$ cat src/rtl/dmem_controller.sv
// Data-memory arbiter: round-robin grant across LSU channels, one memory
// transaction in flight, response relayed back to the granted LSU.
//
// Handshake: a request is held valid by its LSU until it samples its ready
// pulse; the LSU drops valid one cycle later. The controller parks in
// RELEASE until that drop is seen, so a stale valid is never re-granted.
module dmem_controller #(
    parameter int NUM_CONSUMERS = 8,
    parameter int ADDR_BITS     = 8,
    parameter int DATA_BITS     = 16
) (
    input  logic                               clk,
    input  logic                               reset,
    input  logic [NUM_CONSUMERS-1:0]           consumer_read_valid,
    input  logic [NUM_CONSUMERS*ADDR_BITS-1:0] consumer_read_address,
    output logic [NUM_CONSUMERS-1:0]           consumer_read_ready,
    output logic [NUM_CONSUMERS*DATA_BITS-1:0] consumer_read_data,
    input  logic [NUM_CONSUMERS-1:0]           consumer_write_valid,
    input  logic [NUM_CONSUMERS*ADDR_BITS-1:0] consumer_write_address,
    input  logic [NUM_CONSUMERS*DATA_BITS-1:0] consumer_write_data,
    output logic [NUM_CONSUMERS-1:0]           consumer_write_ready,
    output logic                               mem_read_valid,
    output logic [ADDR_BITS-1:0]               mem_read_address,
    input  logic                               mem_read_ready,
    input  logic [DATA_BITS-1:0]               mem_read_data,
    output logic                               mem_write_valid,
    output logic [ADDR_BITS-1:0]               mem_write_address,
    output logic [DATA_BITS-1:0]               mem_write_data,
    input  logic                               mem_write_ready,
    output logic [2:0]                         debug_state
);

    localparam int IDX_W = (NUM_CONSUMERS > 1) ? $clog2(NUM_CONSUMERS) : 1;

    typedef enum logic [2:0] {
        S_IDLE       = 3'd0,
        S_READ_WAIT  = 3'd1,
        S_WRITE_WAIT = 3'd2,
        S_RELAY      = 3'd3,
        S_RELEASE    = 3'd4
    } state_t;

    state_t                  state;
    state_t                  next_state;
    logic [IDX_W-1:0]        rr_ptr;
    logic [IDX_W-1:0]        grant;
    logic                    served_read;
    logic [NUM_CONSUMERS-1:0] pending;
    logic                    found;
    logic [IDX_W-1:0]        sel;
    logic                    served_valid;

    logic [ADDR_BITS-1:0] rd_addr_a [NUM_CONSUMERS];
    logic [ADDR_BITS-1:0] wr_addr_a [NUM_CONSUMERS];
    logic [DATA_BITS-1:0] wr_data_a [NUM_CONSUMERS];

    assign pending     = consumer_read_valid | consumer_write_valid;
    assign debug_state = state;

    // Unpack the flat per-LSU buses into arrays indexable by the grant.
    always_comb begin
        for (int i = 0; i < NUM_CONSUMERS; i++) begin
            rd_addr_a[i] = consumer_read_address[i*ADDR_BITS +: ADDR_BITS];
            wr_addr_a[i] = consumer_write_address[i*ADDR_BITS +: ADDR_BITS];
            wr_data_a[i] = consumer_write_data[i*DATA_BITS +: DATA_BITS];
        end
    end

    // Round-robin search: first pending channel at or after rr_ptr, wrapping.
    always_comb begin
        logic [IDX_W:0]   sum;
        logic [IDX_W-1:0] idx;
        found = 1'b0;
        sel   = '0;
        sum   = '0;
        idx   = '0;
        for (int k = 0; k < NUM_CONSUMERS; k++) begin
            sum = {1'b0, rr_ptr} + (IDX_W+1)'(k);
            if (sum >= (IDX_W+1)'(NUM_CONSUMERS)) begin
                sum = sum - (IDX_W+1)'(NUM_CONSUMERS);
            end
            idx = sum[IDX_W-1:0];
            if (!found && pending[idx]) begin
                found = 1'b1;
                sel   = idx;
            end
        end
    end

    // The valid that must drop before the granted LSU may be released.
    always_comb begin
        served_valid = served_read ? consumer_read_valid[grant] : consumer_write_valid[grant];
    end

    // State register.
    always_ff @(posedge clk or posedge reset) begin
        if (reset) begin
            state <= S_IDLE;
        end else begin
            state <= next_state;
        end
    end

    // Next-state logic; a read wins over a write on the same LSU.
    always_comb begin
        next_state = state;
        case (state)
            S_IDLE: begin
                if (found) begin
                    next_state = consumer_read_valid[sel] ? S_READ_WAIT : S_WRITE_WAIT;
                end
            end
            S_READ_WAIT:  if (mem_read_ready)  next_state = S_RELAY;
            S_WRITE_WAIT: if (mem_write_ready) next_state = S_RELAY;
            S_RELAY:      next_state = S_RELEASE;
            S_RELEASE:    if (!served_valid)   next_state = S_IDLE;
            default:      next_state = S_IDLE;
        endcase
    end

    // Registered outputs and datapath: latch request, relay response, advance pointer.
    always_ff @(posedge clk or posedge reset) begin
        if (reset) begin
            rr_ptr               <= '0;
            grant                <= '0;
            served_read          <= 1'b0;
            mem_read_valid       <= 1'b0;
            mem_read_address     <= '0;
            mem_write_valid      <= 1'b0;
            mem_write_address    <= '0;
            mem_write_data       <= '0;
            consumer_read_ready  <= '0;
            consumer_write_ready <= '0;
            consumer_read_data   <= '0;
        end else begin
            case (state)
                S_IDLE: begin
                    if (found) begin
                        grant <= sel;
                        if (consumer_read_valid[sel]) begin
                            served_read      <= 1'b1;
                            mem_read_valid   <= 1'b1;
                            mem_read_address <= rd_addr_a[sel];
                        end else begin
                            served_read       <= 1'b0;
                            mem_write_valid   <= 1'b1;
                            mem_write_address <= wr_addr_a[sel];
                            mem_write_data    <= wr_data_a[sel];
                        end
                    end
                end
                S_READ_WAIT: begin
                    if (mem_read_ready) begin
                        mem_read_valid             <= 1'b0;
                        consumer_read_ready[grant] <= 1'b1;
                        for (int i = 0; i < NUM_CONSUMERS; i++) begin
                            if (grant == IDX_W'(i)) begin
                                consumer_read_data[i*DATA_BITS +: DATA_BITS] <= mem_read_data;
                            end
                        end
                    end
                end
                S_WRITE_WAIT: begin
                    if (mem_write_ready) begin
                        mem_write_valid             <= 1'b0;
                        consumer_write_ready[grant] <= 1'b1;
                    end
                end
                S_RELAY: begin
                    consumer_read_ready  <= '0;
                    consumer_write_ready <= '0;
                end
                S_RELEASE: begin
                    if (!served_valid) begin
                        rr_ptr <= (grant == IDX_W'(NUM_CONSUMERS-1)) ? '0 : grant + IDX_W'(1);
                    end
                end
                default: ;
            endcase
        end
    end

endmodule

$ cat config.mk
export PLATFORM = sky130hd
export DESIGN_NAME = dmem_controller
export DESIGN_NICKNAME = d
export VERILOG_FILES = /design/src/rtl/dmem_controller.sv
export SDC_FILE = /design/constraint.sdc
export NUM_CORES = 1
export LEC_CHECK = 0
export ABC_AREA = 0
export CAP_MARGIN = 0
export CORE_MARGIN = 2
export CORE_UTILIZATION = 30
export DETAILED_ROUTE_END_ITERATION = 8
export GPL_ROUTABILITY_DRIVEN = 0
export HOLD_SLACK_MARGIN = 0.05
export SETUP_SLACK_MARGIN = 0.15
export SYNTH_ARGS = -nofsm -noshare
export SYNTH_HDL_FRONTEND = slang
export SYNTH_SLANG_ARGS = --single-unit
$ cat constraint.sdc
create_clock -name clk -period 6.6 [get_ports clk]
set_input_delay 1.32 -clock clk [delete_from_list [all_inputs] [get_ports clk]]
set_output_delay 1.32 -clock clk [all_outputs]
set_load 0.05 [all_outputs]
==> summary.txt <==
Status
  – Status: completed

Final layout
  – Storage cell area: 4705 sq um
  – Multi-input logic area: 5492 sq um
  – Number of cells in the finished layout apart from fillers: roughly 1.8k
  – Area growth from synthesis to layout: 54.79%
  – Proportion of layout cells with a drive suffix above 1: 17.12%
  – Final-stage net count: 1585
  – Final core area utilization: 47.10%
  – Number of inserted filler cells in the final layout: 3216
  – Area of all placed cells without fillers: 16270 sq um

STA
  – Final max-slew violation count: 0
  – Relative slew slack: 25.57%
  – Clock Skews: 0.02031 ns
  – Number of setup violations in the final report: 0
  – RSZ-0062 raised after global routing: no
  – Final total negative setup slack: 0 ns
  – Post-route minimum period: approximately 5.6 ns
  – Share of the cycle needed by the critical path after routing: between 80% and 90%
  – Final-report hold violation count: 0
  – Highest achievable clock rate: 0.1801 GHz
  – Final worst-path setup slack: 1.047 ns
  – Worst-margin pin slew: 1.116 ns

Yosys
  – Number of synthesized flops with an enable pin: 0
  – Summed instance area of the synthesized netlist: 10510 sq um
  – Number of distinct standard cells referenced by the synthesized netlist: between 60 and 70
  – Fraction of synthesis flops using an asynchronous set or reset pin: 100.0%
  – Synthesized area divided by synthesized cell count: 12.56 sq um
  – Fraction of synthesized cell area taken by the top area cell type: 44.76%
  – Sequential element share of the synthesized area: 44.76%
  – Main synth FF type: dfrtp_1
  – Cell with the most instances after synthesis: dfrtp_1
  – Flip-flop and latch count after synthesis: between 150 and 200
  – Instance count of the mapped netlist: approximately 840
  – Most instantiated cells after synthesis: 188 x dfrtp_1, 144 x mux2_2, 140 x mux2i_1
  – Largest cells by area after synthesis: dfrtp_1 45%, mux2_2 15%, mux2i_1 13%
  – Synthesized net count: between 1k and 1.5k
  – Cell taking the most area after synthesis: dfrtp_1
  – Yosys warnings: 0

CTS
  – Clock insertion delay at the later pin of the skew report: 0.44 ns
  – H-tree depth reported by CTS: 4
  – Clock transition time at the flip-flop clock pins of the worst setup and hold paths: 0.07 ns
  – Number of setup buffers added after CTS: 0
  – Hold buffers post-CTS: 0
  – Clock Tree Root: clkbuf_16
  – TritonCTS clock tree: yes
  – Maximum root-to-sink buffer count: 2
  – Number of sinks driven by the clock tree: 188
  – Number of resized instances in the post-cts repair step: 0
  – TritonCTS Buffers: 17

Floorplanning
  – DIE HEIGHT: 191.2 um
  – Die X: 191.2 um
  – Total core area: 34540 sq um
  – Overall die area: between 30000 and 40000 sq um
  – Standard-cell rows: 68
  – Starting utilization of the core area: a little under a third
  – Top-level port count: 473

Route
  – Detailed Route WL: 42610 um
  – Via density: approximately 5
  – Total number of vias: about 9k
  – Final routed wire length divided by cell count: 24.20 um
  – DR pass1 iterations: 5
  – Total DRC errors in the routed layout: 0
  – Number of DRC violations after detailed-routing iteration 0: 394
  – Number of routed nets with antenna violations: 0

Critical path
  – Launching element type of the critical path: flip-flop
  – Worst endpoint required time: 6.97 ns
  – Critical Path End Type: flip-flop
  – Arrival time of the worst setup path: 5.92 ns
  – Type of the setup path with the least slack: reg2reg
  – Largest driver fanout on the critical path: 110

Power
  – Leakage: 7.439 nW
  – VDD IR max: 0.5527 mV
  – PwrDens: 567.3 nW/um^2

Placement
  – Detailed-placement wirelength estimate: 32080 um
  – Total cell area at the placement stage: 15640 sq um
  – Worst slack after detailed placement: 0.7824 ns
  – Number of buffer cells added on primary ports: 472
  – Post-Place Cells: 1721

Job
  – Number of max-cap violations: 0

Global route
  – Via count of the first global-routing pass: 9350
  – Wire length of the first global-routing pass: approximately 60000 um
  – GRT Util Overall: 22.89%
  – Initial antenna violation count: 9
  – Pin count of the biggest net entering global routing: 148
  – GRT Residual Overflow: 0

Worst hold path
  – Hold WC Path Type: reg2reg
-- registers in the layout, summed over array words and instances, names as in the netlist --
name,count
consumer_read_data,128
mem_write_data,16
consumer_read_ready,8
consumer_write_ready,8
mem_read_address,8
mem_write_address,8
debug_state,3
grant,3
rr_ptr,3
mem_read_valid,1
mem_write_valid,1
served_read,1
-- cells in the final DEF (no fill, tap or decap), types with 10 or more instances in the layout --
| master | count |
|---|---|
| a221oi_1 | 33 |
| mux4_2 | 13 |
| clkbuf_16 | 17 |
| a21oi_1 | 25 |
| mux2_2 | 144 |
| buf_4 | 11 |
| a22o_1 | 32 |
| nor3_1 | 10 |
| mux2i_1 | 140 |
| mux2_1 | 20 |
| o21ai_0 | 11 |
| nand2_1 | 19 |
| dfrtp_1 | 188 |
| clkdlybuf4s50_1 | 472 |
| nor2_1 | 37 |
-- cell type report --
class                   instances  share of cell area, %
multi-input cells             584                  33.76
repair buffers                484                  29.67
flip-flops and latches        188                  28.92
well taps                     455                  3.499
clock buffers                  19                  2.784
clock inverters                12                 0.9537
inverters                      10                 0.2769
diodes                          9                 0.1384
-- worst max-delay path: stages, from the launching register on --
cell	delay, ns
dfrtp_1	0.72
clkinv_1	0.46
ha_1	0.63
clkinv_1	0.35
mux4_2	0.44
a221o_1	0.31
o21ai_0	0.09
a21boi_0	0.19
o32ai_4	0.53
buf_12	0.55
mux2i_1	0.17
a22o_1	0.26
a221oi_1	0.41
mux2_4	0.24
-- logic make-up (layout without fill, tap and decap cells) --
logic type	count (synthesis)	in the layout	share of synthesized area, %
muxes	323	323	34.55
DFF	188	188	44.76
AOI/OAI and AO/OA	143	143	10.85
and+or+nand+nor	107	107	5.333
buffers and inverters	65	525	3.310
adders and majority gates	8	8	0.9524
xor gates and xnor gates	3	3	0.2500
other	0	9	0
-- per-layer routing --
metal / vias to the layer above / routed length (um) / GRT usage [%]
met1: 4456 / 16400 / 26.35
met3: 65 / 4259 / 8.445
li1: 4094 / - / -
met4: 0 / 1232 / 9.734
met2: 426 / 20720 / 38.21
met5: - / 0 / 0
-- through the flow --
stage | hold WS, ns | total power, W
detailed placement | 0.4741 | 0.008167
CTS | 0.4928 | 0.009276
global route | 0.5095 | 0.009697
floorplan | 0.5300 | 0.006312
finish | 0.4879 | 0.009229
global placement | 0.4685 | 0.008141
-- path summary, 6_finish.rpt --
check | startpoint | endpoint | slack, ns | cells past startpoint
min in group asynchronous | reset | consumer_read_data[107] | 1.47 | 2
worst max register to register | rr_ptr[1] | mem_read_address[5] | 1.05 | 13
worst max-delay path | rr_ptr[1] | mem_read_address[5] | 1.05 | 13
worst min register to register | mem_write_data[0] | mem_write_data[0] | 0.49 | 1
max in group asynchronous | reset | consumer_read_data[60] | 3.75 | 3
worst min-delay path | mem_write_data[0] | mem_write_data[0] | 0.49 | 1
-- power breakdown --
group / internal (W) / switching, W / leakage, nW / total (W)
combinational: 0.00252 / 0.00372 / 4.71 / 0.00624
clock: 0.000561 / 0.000511 / 0.294 / 0.00107
sequential: 0.00160 / 0.000316 / 2.43 / 0.00191
Note: power is estimated with default switching activity, not from simulation.
